--- config.mk ---
export PLATFORM = sky130hd
export DESIGN_NAME = predictor_update_unit_flat
export DESIGN_NICKNAME = d
export VERILOG_FILES = /design/src/rtl/predictor_update_unit_pkg.sv /design/src/rtl/predictor_update_unit_if.sv /design/src/rtl/predictor_update_unit_upd_fifo.sv /design/src/rtl/predictor_update_unit.sv /design/src/flat_wrapper.sv
export SDC_FILE = /design/constraint.sdc
export NUM_CORES = 1
export LEC_CHECK = 0
export CORE_MARGIN = 2
export CORE_UTILIZATION = 40
export CTS_CLUSTER_DIAMETER = 150
export CTS_CLUSTER_SIZE = 8
export DETAILED_ROUTE_END_ITERATION = 12
export GPL_ROUTABILITY_DRIVEN = 0
export PLACE_DENSITY_LB_ADDON = 0.05
export SYNTH_ARGS = -nofsm -noshare
export SYNTH_HDL_FRONTEND = slang
export SYNTH_HIERARCHICAL = 1
export SYNTH_SLANG_ARGS = --single-unit
--- constraint.sdc ---
create_clock -name clk -period 4.45 [get_ports clk]
set_input_delay 0.6675 -clock clk [delete_from_list [all_inputs] [get_ports clk]]
set_output_delay 0.6675 -clock clk [all_outputs]
set_load 0.05 [all_outputs]
--- src/rtl/predictor_update_unit_pkg.sv ---
// rtl/predictor_update_unit_pkg.sv - shared constants and log2 helper for the predictor update unit
package predictor_update_unit_pkg;

  localparam int   PC_WIDTH = 32;
  localparam logic TRUE     = 1'b1;
  localparam logic FALSE    = 1'b0;

  // Smallest r with 2**r >= n; used to size FIFO pointers from DEPTH.
  function automatic int log2_ceil(input int n);
    int r;
    r = 0;
    for (int i = 0; i < 31; i++) begin
      if ((1 << i) < n) r = i + 1;
    end
    return r;
  endfunction

endpackage

--- src/rtl/predictor_update_unit_if.sv ---
// rtl/predictor_update_unit_if.sv - commit, predictor-update and redirect signals of the predictor update unit
interface predictor_update_unit_if #(
  parameter int PC_W = predictor_update_unit_pkg::PC_WIDTH
);

  logic            commit_valid;
  logic            commit_is_branch;
  logic [PC_W-1:0] commit_pc;
  logic            commit_pred_taken;
  logic            commit_actual_taken;
  logic [PC_W-1:0] commit_target;
  logic            commit_ready;

  logic            upd_valid;
  logic [PC_W-1:0] upd_pc;
  logic            upd_hit;
  logic            upd_taken;
  logic            upd_ready;

  logic            flush_valid;
  logic [PC_W-1:0] flush_pc;

  // ROB / predictor side
  modport master (
    output commit_valid, commit_is_branch, commit_pc, commit_pred_taken,
           commit_actual_taken, commit_target, upd_ready,
    input  commit_ready, upd_valid, upd_pc, upd_hit, upd_taken,
           flush_valid, flush_pc
  );

  // Update unit side
  modport slave (
    input  commit_valid, commit_is_branch, commit_pc, commit_pred_taken,
           commit_actual_taken, commit_target, upd_ready,
    output commit_ready, upd_valid, upd_pc, upd_hit, upd_taken,
           flush_valid, flush_pc
  );

endinterface

--- src/rtl/predictor_update_unit_upd_fifo.sv ---
// rtl/predictor_update_unit_upd_fifo.sv - generic DEPTH x W synchronous FIFO holding update records
module upd_fifo
  import predictor_update_unit_pkg::*;
#(
  parameter int DEPTH = 4,
  parameter int W     = 34
) (
  input  logic         clk,
  input  logic         rst_n,
  input  logic         push_i,
  input  logic [W-1:0] wdata_i,
  input  logic         pop_i,
  output logic [W-1:0] rdata_o,
  output logic         full_o,
  output logic         empty_o
);

  localparam int           AW       = log2_ceil(DEPTH);
  localparam logic [AW:0]  FULL_CNT = (AW+1)'(DEPTH);

  logic [W-1:0]  mem_q [DEPTH];
  logic [AW-1:0] wr_ptr_q, wr_ptr_d;
  logic [AW-1:0] rd_ptr_q, rd_ptr_d;
  logic [AW:0]   count_q, count_d;

  // Next pointers wrap naturally because DEPTH is a power of two.
  always_comb begin
    wr_ptr_d = wr_ptr_q;
    rd_ptr_d = rd_ptr_q;
    count_d  = count_q;
    if (push_i) wr_ptr_d = wr_ptr_q + AW'(1);
    if (pop_i)  rd_ptr_d = rd_ptr_q + AW'(1);
    case ({push_i, pop_i})
      2'b10:   count_d = count_q + (AW+1)'(1);
      2'b01:   count_d = count_q - (AW+1)'(1);
      default: count_d = count_q;
    endcase
  end

  // Pointer and occupancy state; callers already gate push/pop with rdy.
  always_ff @(posedge clk or negedge rst_n) begin
    if (!rst_n) begin
      wr_ptr_q <= '0;
      rd_ptr_q <= '0;
      count_q  <= '0;
    end else begin
      wr_ptr_q <= wr_ptr_d;
      rd_ptr_q <= rd_ptr_d;
      count_q  <= count_d;
    end
  end

  // Record storage is deliberately left uninitialised by reset.
  always_ff @(posedge clk) begin
    if (push_i) mem_q[wr_ptr_q] <= wdata_i;
  end

  assign rdata_o = mem_q[rd_ptr_q];
  assign full_o  = (count_q == FULL_CNT);
  assign empty_o = (count_q == '0);

endmodule

--- src/rtl/predictor_update_unit.sv ---
// rtl/predictor_update_unit.sv - commit-side branch predictor training buffer with mispredict redirect; PRED_UPDATE_STATS_EN adds counters
module predictor_update_unit
  import predictor_update_unit_pkg::*;
#(
  parameter int DEPTH = 4,
  parameter int PC_W  = PC_WIDTH
) (
  input  logic                        clk,
  input  logic                        rst_n,
  input  logic                        rdy,
  predictor_update_unit_if.slave      bus
`ifdef PRED_UPDATE_STATS_EN
  ,
  output logic [31:0]                 stat_branches,
  output logic [31:0]                 stat_misses
`endif
);

  localparam int RW = PC_W + 2;

  logic            push;
  logic            pop;
  logic            mispredict;
  logic            fifo_full;
  logic            fifo_empty;
  logic [RW-1:0]   wr_rec;
  logic [RW-1:0]   rd_rec;
  logic [PC_W-1:0] redirect_pc;
  logic            flush_valid_q, flush_valid_d;
  logic [PC_W-1:0] flush_pc_q, flush_pc_d;

  assign bus.commit_ready = !fifo_full;
  assign bus.upd_valid    = !fifo_empty;

  assign push = rdy & bus.commit_valid & bus.commit_is_branch & bus.commit_ready;
  assign pop  = rdy & bus.upd_valid & bus.upd_ready;

  assign mispredict  = (bus.commit_pred_taken != bus.commit_actual_taken);
  assign wr_rec      = {bus.commit_pc, !mispredict, bus.commit_actual_taken};
  assign redirect_pc = bus.commit_actual_taken ? bus.commit_target
                                               : bus.commit_pc + PC_W'(4);

  upd_fifo #(
    .DEPTH (DEPTH),
    .W     (RW)
  ) u_upd_fifo (
    .clk     (clk),
    .rst_n   (rst_n),
    .push_i  (push),
    .wdata_i (wr_rec),
    .pop_i   (pop),
    .rdata_o (rd_rec),
    .full_o  (fifo_full),
    .empty_o (fifo_empty)
  );

  assign bus.upd_pc    = rd_rec[RW-1:2];
  assign bus.upd_hit   = rd_rec[1];
  assign bus.upd_taken = rd_rec[0];

  // Redirect pulse: raised by a mispredicted push, dropped on the next active cycle otherwise.
  always_comb begin
    flush_valid_d = flush_valid_q;
    flush_pc_d    = flush_pc_q;
    if (rdy) begin
      flush_valid_d = FALSE;
      if (push && mispredict) begin
        flush_valid_d = TRUE;
        flush_pc_d    = redirect_pc;
      end
    end
  end

  // Registered redirect outputs.
  always_ff @(posedge clk or negedge rst_n) begin
    if (!rst_n) begin
      flush_valid_q <= FALSE;
      flush_pc_q    <= '0;
    end else begin
      flush_valid_q <= flush_valid_d;
      flush_pc_q    <= flush_pc_d;
    end
  end

  assign bus.flush_valid = flush_valid_q;
  assign bus.flush_pc    = flush_pc_q;

`ifdef PRED_UPDATE_STATS_EN
  logic [31:0] stat_branches_q;
  logic [31:0] stat_misses_q;

  // Count every accepted branch and the mispredicted subset; both wrap at 2^32.
  always_ff @(posedge clk or negedge rst_n) begin
    if (!rst_n) begin
      stat_branches_q <= '0;
      stat_misses_q   <= '0;
    end else if (push) begin
      stat_branches_q <= stat_branches_q + 32'd1;
      if (mispredict) stat_misses_q <= stat_misses_q + 32'd1;
    end
  end

  assign stat_branches = stat_branches_q;
  assign stat_misses   = stat_misses_q;
`endif

endmodule

--- src/flat_wrapper.sv ---
// flat-port wrapper written by rule: the top's interface ports become plain ports
module predictor_update_unit_flat import predictor_update_unit_pkg::*;
#(
  parameter int DEPTH = 4,
  parameter int PC_W  = PC_WIDTH
)
  (clk, rst_n, rdy, bus_commit_valid, bus_commit_is_branch, bus_commit_pc, bus_commit_pred_taken, bus_commit_actual_taken, bus_commit_target, bus_upd_ready, bus_commit_ready, bus_upd_valid, bus_upd_pc, bus_upd_hit, bus_upd_taken, bus_flush_valid, bus_flush_pc);
  predictor_update_unit_if #(.PC_W(PC_W)) bus_i ();
  input  logic clk;
  input  logic rst_n;
  input  logic rdy;
  input wire logic [$bits(bus_i.commit_valid)-1:0] bus_commit_valid;
  input wire logic [$bits(bus_i.commit_is_branch)-1:0] bus_commit_is_branch;
  input wire logic [$bits(bus_i.commit_pc)-1:0] bus_commit_pc;
  input wire logic [$bits(bus_i.commit_pred_taken)-1:0] bus_commit_pred_taken;
  input wire logic [$bits(bus_i.commit_actual_taken)-1:0] bus_commit_actual_taken;
  input wire logic [$bits(bus_i.commit_target)-1:0] bus_commit_target;
  input wire logic [$bits(bus_i.upd_ready)-1:0] bus_upd_ready;
  output wire logic [$bits(bus_i.commit_ready)-1:0] bus_commit_ready;
  output wire logic [$bits(bus_i.upd_valid)-1:0] bus_upd_valid;
  output wire logic [$bits(bus_i.upd_pc)-1:0] bus_upd_pc;
  output wire logic [$bits(bus_i.upd_hit)-1:0] bus_upd_hit;
  output wire logic [$bits(bus_i.upd_taken)-1:0] bus_upd_taken;
  output wire logic [$bits(bus_i.flush_valid)-1:0] bus_flush_valid;
  output wire logic [$bits(bus_i.flush_pc)-1:0] bus_flush_pc;
  assign bus_i.commit_valid = bus_commit_valid;
  assign bus_i.commit_is_branch = bus_commit_is_branch;
  assign bus_i.commit_pc = bus_commit_pc;
  assign bus_i.commit_pred_taken = bus_commit_pred_taken;
  assign bus_i.commit_actual_taken = bus_commit_actual_taken;
  assign bus_i.commit_target = bus_commit_target;
  assign bus_i.upd_ready = bus_upd_ready;
  assign bus_commit_ready = bus_i.commit_ready;
  assign bus_upd_valid = bus_i.upd_valid;
  assign bus_upd_pc = bus_i.upd_pc;
  assign bus_upd_hit = bus_i.upd_hit;
  assign bus_upd_taken = bus_i.upd_taken;
  assign bus_flush_valid = bus_i.flush_valid;
  assign bus_flush_pc = bus_i.flush_pc;
  predictor_update_unit #(.DEPTH(DEPTH), .PC_W(PC_W)) u_core (.clk(clk), .rst_n(rst_n), .rdy(rdy), .bus(bus_i));
endmodule
* After elaboration in Yosys (flattened, before gate mapping)
Memories as Yosys holds them, arrays and structs flattened.
Cells that the tools add are included.
** Storage, ports and cells
- Word-level logic and storage cells :: 32
- Register bits after elaboration :: 40
- RAM bits :: 136
- Memories kept :: 1
- Output and inout bits :: 69
** Memories
- u_core.u_upd_fifo.mem_q :: depth 4, bits a word 34, read ports 1, clocked after memory_dff 0, wr ports 1, line predictor_update_unit_upd_fifo.sv:21 : logic [W-1:0] mem_q [DEPTH];
** Cells by class
- Reductions and logical operators :: 7
- Bitwise operators :: 5
- Eq/ne operators :: 4
- Muxes and demuxes :: 5
- Add/subtract/negate cells :: 5
** Operators with widths (number)
- adder 32 x 3 -> 32 bit, second input constant :: 1
- two-way mux 32 bit :: 1
- case mux 3 bit (2 select lines) :: 1
- AND 1 bit :: 5
- adder 2 x 1 -> 2 bit, second input constant :: 2
- adder 3 x 1 -> 3 bit, second input constant :: 1
- equality test 3 bit, second input constant :: 1
- zero test 1 bit :: 3
- zero test 3 bit :: 1
- two-way mux 1 bit :: 3
- subtractor 3 x 1 -> 3 bit, second input constant :: 1
- equality test 2 x 1 -> 1 bit, second input constant :: 1
- equality test 2 bit, second input constant :: 1
- AND reduction 2 bit :: 1
- nonzero test 2 bit :: 1
- logical AND 1 bit :: 1
- inequality test 1 bit :: 1

* Logic depth before layout (Yosys ltp)
Gate-level depths: netlist (run 1).
- Depth in word-level cells :: 6
- Mapped depth :: 10
- Gate-level depth less buffers :: 10

* Hierarchy
Netlist (run 1), hierarchy kept.
** Modules (own cells, without submodules)
- upd_fifo :: times used 1, area each 5357.6 µm², sequential area each 4259.1 µm², cells an instance 215
- predictor_update_unit :: times used 1, area each 2104.5 µm², sequential area each 825.8 µm², cells an instance 256

* Least setup slack after synthesis (run 1)
Ideal clock, no wire load.
- Kind :: input-to-reg
- From :: input port bus_commit_is_branch
- To :: memory u_core.u_upd_fifo.mem_q[0][0] (enable)
- Library setup time :: 0.394 ns
- Buffers on the path :: 0
- Arrival :: 1.919 ns
- Stages :: 2
- Setup slack :: 2.137 ns
- Path through :: and4b_1 -> and2_1
** On the way
- Word-level cells in the longest chain between the ends :: 4
** Ends and longest elaborated chain
- start: declaration :: line flat_wrapper.sv:13 : input wire logic [$bits(bus_i.commit_is_branch)-1:0] bus_commit_is_branch;
- AND 1 bit (2 in series) :: line predictor_update_unit.sv:35 : assign push = rdy & bus.commit_valid & bus.commit_is_branch & bus.commit_ready;
- two-way mux 1 bit :: line predictor_update_unit_upd_fifo.sv:55 : if (push_i) mem_q[wr_ptr_q] <= wdata_i;
- two-way mux 1 bit (not written as such) :: line predictor_update_unit_upd_fifo.sv:55
- end: declaration :: line predictor_update_unit_upd_fifo.sv:21
Every way passes these cells.

* Final worst setup path (run 1)
- From :: register u_core.u_upd_fifo.rd_ptr_q[0]
- To :: output port bus_upd_pc[0]
** On the way
- Word-level cells in the longest chain between the ends :: 1
** Ends and longest elaborated chain
- start: declaration :: line predictor_update_unit_upd_fifo.sv:23 : logic [AW-1:0] rd_ptr_q, rd_ptr_d;
- start signal: assignment :: line predictor_update_unit_upd_fifo.sv:48 : rd_ptr_q <= rd_ptr_d;
- memory read (4 x 34 bit)
- end: declaration :: line flat_wrapper.sv:21 : output wire logic [$bits(bus_i.upd_pc)-1:0] bus_upd_pc;
Every way passes these cells.

==> results of run 1 <==
[area by class of cell]
| class | count | area (sq um) |
|---|---|---|
| multi-input combinational | 261 | 2195 |
| antenna | 1 | 2.502 |
| clock buffer | 17 | 425.4 |
| tap | 229 | 286.5 |
| fill | 1546 | 8461 |
| sequential | 176 | 5086 |
| timing repair buffer | 147 | 1444 |
| clock inverter | 15 | 206.4 |
| inverter | 11 | 41.29 |
[registers in the layout, summed over array words and instances, names as in the netlist]
name and cells:
u_core/u_upd_fifo/count_q 3, u_core/bus.flush_pc 32, u_core/u_upd_fifo/rd_ptr_q 2, u_core/u_upd_fifo/mem_q 136, u_core/bus.flush_valid 1, u_core/u_upd_fifo/wr_ptr_q 2
[routing by layer]
metal	track usage (%)	vias up	share of wire [%]
met1	25.19	2368	44
li1	-	2104	-
met2	32.02	130	50
met4	5.947	0	1.1
met5	0	-	0
met3	4.110	11	4.8
[power by group]
part | leakage [nW] | internal, mW | switching [mW] | total [mW]
sequential | 1.71 | 2.01 | 0.209 | 2.22
clock | 0.305 | 0.947 | 0.635 | 1.58
combinational | 1.39 | 0.954 | 1.62 | 2.57
[through the flow]
step / instances / power, mW
2_1_floorplan: 471 / 4.005
3_3_place_gp: 824 / 4.832
3_5_place_dp: 824 / 4.855
4_1_cts: 856 / 6.452
5_1_grt: 857 / 6.637
6_report: 857 / 6.369
[worst max-delay path: stages, from the launching register on]
cell and delay [ns]:
dfrtp_2 0.85, buf_4 0.39, mux4_2 0.54, clkdlybuf4s50_1 0.73
[kinds of logic after synthesis]
| logic type | synth area share, % |
|---|---|
| adder cells (fa/ha/maj) | 1.274 |
| AND/OR/NAND/NOR | 7.998 |
| multiplexers | 11.37 |
| AO/OA/AOI/OAI | 4.645 |
| XOR/XNOR | 3.991 |
| buffers and inverters | 2.582 |
| flip-flops | 68.14 |
[placed cells by master, fill, tap and decap left out, types with 6 or more instances in the layout]
cell	n
clkdlybuf4s50_1	138
edfxtp_1	136
dfrtp_1	39
o21ai_0	33
nand2_1	30
mux4_2	28
nor2_1	22
xor2_1	20
a21oi_1	20
clkbuf_16	17
xnor2_1	14
and3_1	14
nand3_1	13
inv_1	11
o22ai_1	9
buf_4	7
mux2i_1	6
nand4_1	6
ha_1	6
mux4_1	6
[worst paths after layout]
kind	start	endpoint	slack [ns]	cells past startpoint
min in group clk	u_core/bus.flush_pc[0]$_DFFE_PN0P_	u_core/bus.flush_pc[0]$_DFFE_PN0P_	0.49	2
max	u_core/u_upd_fifo/rd_ptr_q[0]$_DFFE_PN0P_	bus_upd_pc[0]	0.84	3
max reg2reg	u_core/u_upd_fifo/count_q[1]$_DFFE_PN0P_	u_core/u_upd_fifo/mem_q[0][20]$_DFFE_PP_	1.85	4
min reg2reg	u_core/bus.flush_pc[0]$_DFFE_PN0P_	u_core/bus.flush_pc[0]$_DFFE_PN0P_	0.49	2
min	rst_n	u_core/u_upd_fifo/count_q[1]$_DFFE_PN0P_	0.43	1
max in group asynchronous	rst_n	u_core/u_upd_fifo/rd_ptr_q[0]$_DFFE_PN0P_	3.29	1
==> out/metrics.cfg, run 1 <==
[final_layout]
area_growth_pct=29.81
drive_gt1_share_pct=12.76
num-nets-final=693
postLayoutCoreUtil_pct=53.38
final_area_sq_mm=0.009687

[clocking]
cts_setup_buffers=0
clockBufferDepth=2
clkTransAtPathRegs_ns=0.06
tritoncts=yes
root_buffer=clkbuf_16
cts.htree.levels=4
clk_latency_ns=0.42
numCtsBuffers=17
post_cts_resized=0
cts.hold.buffers_added=0
cts.sinks=176

[worst_hold_path]
worstHoldPathType=input port to asynchronous set/reset pin

[setup_path]
criticalPathCategory=flop to output port
crit_fanout=21
crit_required_ns=3.78
critPathArrivalTime_ns=2.94
cp-end-kind=output port
cp-start-kind=flop

[yosys]
ys_seq_area_share_pct=68.14
synth_edf_count=136
syn_area_sq_mm=0.007462
synth.most_common_cell=edfxtp_1
netlist_instances=471
ys_types=40
synth_top_area_share_pct=54.73
ys_seq_elements=176
ys_top_cells_by_count=edfxtp_1, dfrtp_1, o21ai_0
syn_avg_cell_area_sq_um=15.84
async_flop_share_pct=22.73
synth_ff_type=edfxtp_1
synth_top_area_cell=edfxtp_1
synth_area_leaders=edfxtp_1, dfrtp_1, mux4_2, xor2_1, o21ai_0
syn-num-nets=550
yosysWarnings=6

[timing]
setup_viol=0
grt_setup_unrepaired=no
period_share_pct=81.02
fmax_ghz=0.2774
hold_viol=0
worst_slack_ns=0.8446
finalMaxSlewViolations=0
tightest_slew_ns=1.083
max_slew_margin_pct=27.81
clock_skew_ns=0.005947
worst_hold_slack_ns=0.4339
period_needed_ns=3.605
tns_ns=0

[power]
p_leak_nw=3.406
power_density_mw_per_mm2=657.5
peakVddDrop_mv=0.4049

[run]
cap_violations=0

[floorplan]
die_area_sq_mm=0.01976
initial_core_util_pct=41.12
ios=141
die_width_um=140.6
core_area_sq_mm=0.01815
rows=49
dieHeight_um=140.6

[detailed_routing]
wirelength_um=18290
num_vias=4613
wl_per_cell_um=21.34
drt_first_pass_iters=5
drcViolationCount=0
drtIter0Drc=286
drtAntennaViolNets=0
via_per_inst=5.383

[placement]
pre_cts_slack_ns=1.242
place_area_sq_mm=0.009052
dpl.hpwl_um=11910
port_buffers=140

[global_routing]
grt_usage_pct=19.08
antenna_found_initial=2
grt_overflow=0
grt_max_degree=43
grt_pass1_vias=4715
grt_pass1_wl_um=27800

[status]
status=finished, final reports clean

No activity file was read; power rests on OpenSTA's default activity.
==> run 2: changes to the inputs <==
clock period = 3.6 ns   (was 4.45 ns; I/O delays follow)
==> run 2 against run 1 <==
Worst setup slack worse by 0.42 ns. Register-to-register slack worse by 0.67 ns. Power is 21% higher. Highest routed layer unchanged.
==> out/metrics.cfg, run 2 (synthesis gave the netlist of run 1 again) <==
[status]
status=finished, final reports clean

[final_layout]
largest_register=u_core/u_upd_fifo/mem_q
largest_reg_flops=136  ; unchanged
num-nets-final=698  ; +0.72%
drive_gt1_share_pct=13.29  ; +0.53 points
final_common_cell=clkdlybuf4s50_1
diodes=0  ; -1
mostFrequentLayoutCells=clkdlybuf4s50_1, edfxtp_1, dfrtp_1, o21ai_0, nand2_1
area_growth_pct=29.95
postLayoutCoreUtil_pct=53.43  ; +0.055 points

[setup_path]
crit_family=buffers and inverters
criticalPathCategory=flop to output port
crit_required_ns=3.06  ; -0.72 ns
r2r_end=u_core/bus.flush_pc[27]$_DFFE_PN0P_
r2r-start=u_core/u_upd_fifo/count_q[1]$_DFFE_PN0P_
crit_fanout=29  ; +38%
cp-start-kind=flop
critPathArrivalTime_ns=2.64  ; -0.30 ns
path_cells=buf_12 > mux4_1 > clkdlybuf4s50_1
slowest_delay_ns=0.73  ; -0.12 ns
cp-end-kind=output port
r2r_cells=6  ; +2
r2r_slack_ns=1.18  ; -0.67 ns
worstPathBufferInverterCount=2  ; unchanged
cp_slowest_cell=clkdlybuf4s50_1

[global_routing]
grt_max_degree=43  ; unchanged
grt_overflow=0  ; unchanged
grt_pass1_vias=4785  ; +1.5%
antenna_found_initial=0  ; -2
grt_pass1_wl_um=28100  ; +1.1%
grt_usage_pct=19.47  ; +0.39 points

[timing]
max_slew_margin_pct=28.70  ; +0.89 points
setup_viol=0  ; unchanged
hold_viol=0  ; unchanged
fmax_ghz=0.3148
worst_slack_ns=0.4229  ; -0.4217 ns
tns_ns=0  ; unchanged
period_needed_ns=3.177
grt_setup_unrepaired=no
clock_skew_ns=0.009324  ; +0.003377 ns
finalMaxSlewViolations=0  ; unchanged
tightest_slew_ns=1.070  ; -0.01332 ns
period_share_pct=88.25

[placement]
pre_cts_slack_ns=0.8079  ; -0.4339 ns
dpl.hpwl_um=12270  ; +3.0%
port_buffers=140  ; unchanged

[floorplan]
die_area_sq_mm=0.01976  ; unchanged
ios=141  ; unchanged
rows=49  ; unchanged
dieHeight_um=140.6  ; unchanged
die_width_um=140.6  ; unchanged
core_area_sq_mm=0.01815  ; unchanged
initial_core_util_pct=41.12  ; unchanged

[detailed_routing]
drtIter0Drc=220  ; -23%
drt_first_pass_iters=5  ; unchanged
via_per_inst=5.289  ; -1.7%
wirelength_um=18270  ; about the same
num_vias=4554  ; -1.3%
wl_per_cell_um=21.22  ; -0.56%
drtAntennaViolNets=0  ; unchanged
drcViolationCount=0  ; unchanged

[clocking]
cts.htree.levels=4  ; unchanged
cts.sinks=176  ; unchanged
tritoncts=yes
cts_setup_buffers=0  ; unchanged
root_buffer=clkbuf_16
clkTransAtPathRegs_ns=0.07  ; about the same
numCtsBuffers=17  ; unchanged
clockBufferDepth=2  ; unchanged
cts.hold.buffers_added=0  ; unchanged
clk_latency_ns=0.43  ; about the same
post_cts_resized=0  ; unchanged

[worst_hold_path]
worstHoldPathType=input port to asynchronous set/reset pin

[power]
power_density_mw_per_mm2=792.2  ; +20%
p_leak_nw=3.416  ; +0.30%
peakVddDrop_mv=0.3816  ; -5.7%
power_mw=7.682  ; +21%

[run]
cap_violations=0  ; unchanged

run 2: metrics by stage:
step                      cells  hold slack, ns  instance area [sq um]
after floorplan             471          0.2444                   7462
after global routing        861          0.3459                   9697
final                       861          0.3077                   9697
after CTS                   861          0.3298                   9697
after global placement      829          0.4662                   9140
after detailed placement    829          0.4729                   9140
run 2: final cells by class:
cell class	count	area (sq um)
multi-input cells	261	2195
repair buffers	152	1531
flip-flops and latches	176	5086
clock inverters	14	127.6
fillers	1542	8451
clock buffers	18	429.2
well taps	229	286.5
inverters	11	41.29
run 2: worst register-to-register path, stage by stage (launching register included):
cell	delay [ns]
dfrtp_1	0.38
inv_1	0.08
and3_1	0.19
and4b_1	0.54
nand2b_2	0.60
a21oi_1	0.37
o22ai_1	0.10
run 2: metal layers:
| layer | track usage, % | vias up | part of all wire (%) |
|---|---|---|---|
| li1 | - | 2108 | - |
| met1 | 25.96 | 2318 | 44 |
| met2 | 32.46 | 116 | 50 |
| met3 | 4.823 | 12 | 4.8 |
| met4 | 4.947 | 0 | 0.86 |
| met5 | 0 | - | 0 |
run 2: worst max path at each step:
stage | startpoint | depth (start not counted) | slack (ns) | endpoint
finish | u_core/u_upd_fifo/rd_ptr_q[0]$_DFFE_PN0P_ | 3 | 0.42 | bus_upd_hit
global route | u_core/u_upd_fifo/rd_ptr_q[0]$_DFFE_PN0P_ | 3 | 0.30 | bus_upd_hit
CTS | u_core/u_upd_fifo/rd_ptr_q[0]$_DFFE_PN0P_ | 3 | 0.38 | bus_upd_hit
detailed placement | bus_commit_pc[10] | 6 | 0.81 | u_core/bus.flush_pc[24]$_DFFE_PN0P_
global placement | u_core/u_upd_fifo/rd_ptr_q[0]$_DFFE_PN0P_ | 3 | 0.84 | bus_upd_hit
floorplan | u_core/u_upd_fifo/count_q[1]$_DFFE_PN0P_ | 4 | 1.32 | u_core/u_upd_fifo/mem_q[0][0]$_DFFE_PP_
run 2: power breakdown:
part	switching, mW	internal, mW	leakage (nW)	total, mW
registers	0.183	2.48	1.71	2.66
logic	2.07	1.20	1.43	3.27
clock network	0.788	0.962	0.276	1.75
